$ cat src/rtl/regfile_wr_arbiter.sv
// regfile_wr_arbiter: round-robin share of the regfile write port.
// Ports: clk, rst (async high), stall, req_valid/addr/data in,
// req_ready one-hot grant out, waddr/wdata/wren registered to the
// regfile, grant_cnt per-requester counts when ARB_STATS_EN is defined.
module regfile_wr_arbiter #(
  parameter int NREQ  = 2,
  parameter int CNT_W = 16
) (
  input  logic              clk,
  input  logic              rst,
  input  logic              stall,
  input  logic [NREQ-1:0]   req_valid,
  input  logic [NREQ*5-1:0] req_addr,
  input  logic [NREQ*32-1:0] req_data,
  output logic [NREQ-1:0]   req_ready,
  output logic [4:0]        waddr,
  output logic [31:0]       wdata,
  output logic              wren
`ifdef ARB_STATS_EN
  ,
  output logic [NREQ*CNT_W-1:0] grant_cnt
`endif
);

  localparam int PTR_W = (NREQ > 1) ? $clog2(NREQ) : 1;
  localparam logic [PTR_W-1:0] LAST = PTR_W'(NREQ - 1);

  // Parameter guard; an out-of-range build elaborates this empty block.
  if (NREQ < 2 || NREQ > 8 || CNT_W < 1) begin : g_bad_param
  end

  logic [PTR_W-1:0] r_ptr;
  logic [4:0]       r_waddr;
  logic [31:0]      r_wdata;
  logic             r_wren;

  logic             w_found;
  logic [PTR_W-1:0] w_gnt;
  logic [NREQ-1:0]  w_ready;
  logic [4:0]       w_addr;
  logic [31:0]      w_data;
  logic [PTR_W-1:0] w_ptr_nxt;
  int               w_j;

  // Search starts at r_ptr and wraps; first valid requester wins.
  always_comb begin
    w_found = 1'b0;
    w_gnt   = '0;
    w_j     = 0;
    for (int k = 0; k < NREQ; k++) begin
      w_j = int'(r_ptr) + k;
      if (w_j >= NREQ) w_j = w_j - NREQ;
      if (!w_found && !stall && req_valid[w_j]) begin
        w_found = 1'b1;
        w_gnt   = PTR_W'(w_j);
      end
    end
  end

  always_comb begin
    w_ready = '0;
    if (w_found) w_ready[w_gnt] = 1'b1;
  end

  assign w_addr    = req_addr[int'(w_gnt)*5 +: 5];
  assign w_data    = req_data[int'(w_gnt)*32 +: 32];
  assign w_ptr_nxt = (w_gnt == LAST) ? '0 : w_gnt + 1'b1;

  always_ff @(posedge clk or posedge rst) begin
    if (rst) begin
      r_ptr   <= '0;
      r_waddr <= '0;
      r_wdata <= '0;
      r_wren  <= 1'b0;
    end else begin
      if (w_found) begin
        r_ptr   <= w_ptr_nxt;
        r_waddr <= w_addr;
        r_wdata <= w_data;
        // x0 is accepted but never written
        r_wren  <= (w_addr != 5'd0);
      end else begin
        r_wren  <= 1'b0;
      end
    end
  end

  assign req_ready = w_ready;
  assign waddr     = r_waddr;
  assign wdata     = r_wdata;
  assign wren      = r_wren;

`ifdef ARB_STATS_EN
  logic [CNT_W-1:0] r_cnt [NREQ];

  always_ff @(posedge clk or posedge rst) begin
    if (rst) begin
      for (int i = 0; i < NREQ; i++) r_cnt[i] <= '0;
    end else begin
      for (int i = 0; i < NREQ; i++) begin
        if (w_found && int'(w_gnt) == i && r_cnt[i] != '1)
          r_cnt[i] <= r_cnt[i] + 1'b1;
      end
    end
  end

  always_comb begin
    grant_cnt = '0;
    for (int i = 0; i < NREQ; i++)
      grant_cnt[i*CNT_W +: CNT_W] = r_cnt[i];
  end
`endif

endmodule
$ cat config.mk
export PLATFORM = sky130hd
export DESIGN_NAME = regfile_wr_arbiter
export DESIGN_NICKNAME = d
export VERILOG_FILES = /design/src/rtl/regfile_wr_arbiter.sv
export SDC_FILE = /design/constraint.sdc
export NUM_CORES = 1
export LEC_CHECK = 0
export ABC_CLOCK_PERIOD_IN_PS = 2000
export CAP_MARGIN = 40
export CORE_MARGIN = 4
export CORE_UTILIZATION = 36
export CTS_BUF_LIST = sky130_fd_sc_hd__clkbuf_16
export DETAILED_ROUTE_END_ITERATION = 16
export PLACE_DENSITY = 0.91
export SYNTH_ARGS = -nofsm -noshare
export SYNTH_HDL_FRONTEND = slang
export SYNTH_SLANG_ARGS = --single-unit
$ cat constraint.sdc
create_clock -name clk -period 2 [get_ports clk]
set_clock_uncertainty 0.1 [all_clocks]
set_input_delay 0.4 -clock clk [delete_from_list [all_inputs] [get_ports clk]]
set_output_delay 0.4 -clock clk [all_outputs]
set_load 0.01 [all_outputs]
==> flow_metrics.env <==
export IMPL_worst_setup_path_end_kind="output pin"
export IMPL_track_usage=0.187
export IMPL_grt_first_pass_wirelength_um=9090
export IMPL_critical_path_max_stage_delay_ps=520
export IMPL_worst_path_max_delay_cell="clkdlybuf4s50_1"
export IMPL_worstSetupPathType="input pin to output pin"
export IMPL_clock_path_buffers=2
export IMPL_first_global_vias=1865
export IMPL_cts_resized=5
export IMPL_cp_required_ps=1500
export IMPL_syn_area_sq_um=1820
export IMPL_cts_sinks=39
export IMPL_wirelength_um=5860
export IMPL_dp_hpwl_um=4490
export IMPL_clkSlewWorstSetupHoldPaths_ps=60
export IMPL_die_h_um=79.1
export IMPL_layout_drive_gt1_share=0.100
export IMPL_ys_seq_elements=39
export IMPL_critPathMaxFanout=3
export IMPL_period_share=0.975
export IMPL_power_leakage_uw=0.00135
export IMPL_final_max_slew_violation_count=0
export IMPL_crit_family="buffers and inverters"
export IMPL_crit_buf_inv=2
export IMPL_root_buffer="clkbuf_16"
export IMPL_rr_worst_depth=5
export IMPL_num_vias=1821
export IMPL_drtPass1Iterations=4
export IMPL_area_delta_synth_final_pct=79.4
export IMPL_cts_buffers_inserted=5
export IMPL_fin_util=0.677
export IMPL_core_sq_um=4820
export IMPL_tritoncts="done"
export IMPL_avgRoutedWirePerCell_um=16.9
export IMPL_power_density_nw_per_um2=792
export IMPL_clock_latency_ps=270
export IMPL_reg2reg_slack_ps=330
export IMPL_synth_cells=153
export IMPL_port_buffers=118
export IMPL_die_area_sq_um=6250
export IMPL_post_cts_buffers=0
export IMPL_drt_iter0_drc=51
export IMPL_ys_seq_area_frac=0.537
export IMPL_syn_area_per_cell_sq_um=11.9
export IMPL_cap_violations=0
export IMPL_ant_nets=0
export IMPL_fin_crit_ps=1950
export IMPL_final_nets=358
export IMPL_rsz0062_at_grt="false"
export IMPL_grt_max_degree=35
export IMPL_status="finished, final reports clean"
export IMPL_drc=0
export IMPL_fp_dieW_um=79.1
export IMPL_place_ws_ps=-326
export IMPL_ys_warnings_count=0
export IMPL_cts_hold_buffers=0
export IMPL_final_hold_violation_count=0
export IMPL_setup_violations_final=0
export IMPL_cp_start_kind="input pin"
export IMPL_rows=25
export IMPL_overflow=0
export IMPL_antenna_cells=0
export IMPL_setup_slack_ps=50.7
export IMPL_slew_headroom=0.742
export IMPL_max_freq_mhz=513
export IMPL_start_util=0.377
export IMPL_cp_cell_sequence="clkdlybuf4s50_1, nor2b_4, nor2_4, dlygate4sd2_1"
export IMPL_synth_distinct_cells=22
export IMPL_htreeDepth=2
export IMPL_p_total_uw=2580
export IMPL_irDropWorstVdd_mv=0.478
export IMPL_hp_class="input pin to async pin"
export IMPL_mostFrequentLayoutCell="clkdlybuf4s50_1"
export IMPL_crit_arrival_ps=1450
export IMPL_path_depth=4
export IMPL_vias_per_cell=5.25
export IMPL_stdcell_area_sq_um=3260
export IMPL_tightestPinTransition_ps=386
export IMPL_gp_congestion=0.906
export IMPL_syn_nets=232
export IMPL_dpl_cell_area_sq_um=3110
export IMPL_setup_tns_ps=0
export IMPL_mostFrequentLayoutCells="114 x clkdlybuf4s50_1, 39 x dfrtp_1, 32 x a221o_1, 31 x and2_1, 13 x buf_4"
export IMPL_antenna_found_initial=0
export IMPL_ios=119
[synthesized netlist by cell type]
master / number / area, sq um
a211oi_4: 1 / 20.0
a221o_1: 32 / 320
a22o_1: 1 / 8.76
a31oi_1: 5 / 31.3
and2_0: 1 / 6.26
and2_1: 31 / 194
buf_2: 6 / 30.0
buf_6: 3 / 33.8
clkbuf_1: 3 / 11.3
dfrtp_1: 39 / 976
inv_1: 2 / 7.51
inv_2: 1 / 3.75
nand2_1: 2 / 7.51
nand2b_2: 1 / 8.76
nor2_1: 9 / 33.8
nor2_4: 1 / 11.3
nor2b_4: 1 / 13.8
nor3_1: 2 / 10.0
o2111ai_1: 5 / 43.8
o21ai_0: 5 / 25.0
o21ba_2: 1 / 10.0
o21bai_2: 1 / 11.3
[report_power, final]
part / leakage, uW / total [uW] / switching [uW] / internal [uW]
Clock: 0.0000812 / 865 / 285 / 581
Sequential: 0.000474 / 966 / 59.5 / 906
Combinational: 0.000793 / 752 / 279 / 472
Total: 0.00135 / 2580 / 623 / 1960
[kinds of logic after synthesis]
kind of cell,Yosys count,share of synthesized area
flops,39,0.537
compound gates,51,0.259
simple gates,48,0.157
buf+inv,15,0.0475
[final cells by class]
class | count | area (sq um)
flip-flops and latches | 39 | 976
fillers | 393 | 1560
clock buffers | 5 | 125
inverters | 3 | 11.3
clock inverters | 3 | 38.8
multi-input cells | 99 | 756
well taps | 67 | 83.8
repair buffers | 131 | 1270
[registers in the layout (all words and copies together), names as in the netlist]
register  cells
wdata        32
waddr         5
r_ptr         1
wren          1
[worst register-to-register path, stage by stage (launching register included)]
cell	delay, ps
dfrtp_1	410
buf_4	180
nor2b_4	150
nor2_4	40
buf_4	250
a221o_1	410
[routing by layer]
layer / share of wire / global-route usage / wire, um / vias to the layer above
met4: 0.022 / 0.0619 / 131 / 0
met3: 0.068 / 0.0544 / 400 / 12
met1: 0.40 / 0.221 / 2330 / 889
met5: 0 / 0 / 0 / -
met2: 0.51 / 0.326 / 3000 / 89
li1: - / - / - / 831
[path summary, 6_finish.rpt]
path | start | to
max | req_valid[0] | req_ready[1]
min | rst | waddr[1]$_DFFE_PP0P_
max reg2reg | r_ptr$_DFFE_PP0P_ | wdata[1]$_DFFE_PP0P_
min reg2reg | waddr[0]$_DFFE_PP0P_ | waddr[0]$_DFFE_PP0P_
max in group asynchronous | rst | wdata[17]$_DFFE_PP0P_
min in group clk | waddr[0]$_DFFE_PP0P_ | waddr[0]$_DFFE_PP0P_
[stage by stage]
| step | hold WS [ps] | instances |
|---|---|---|
| 2_1_floorplan | 445 | 153 |
| 3_3_place_gp | 434 | 339 |
| 3_5_place_dp | 443 | 339 |
| 4_1_cts | 382 | 347 |
| 5_1_grt | 397 | 347 |
| 6_report | 387 | 347 |
(Power assumes the default switching activity.)
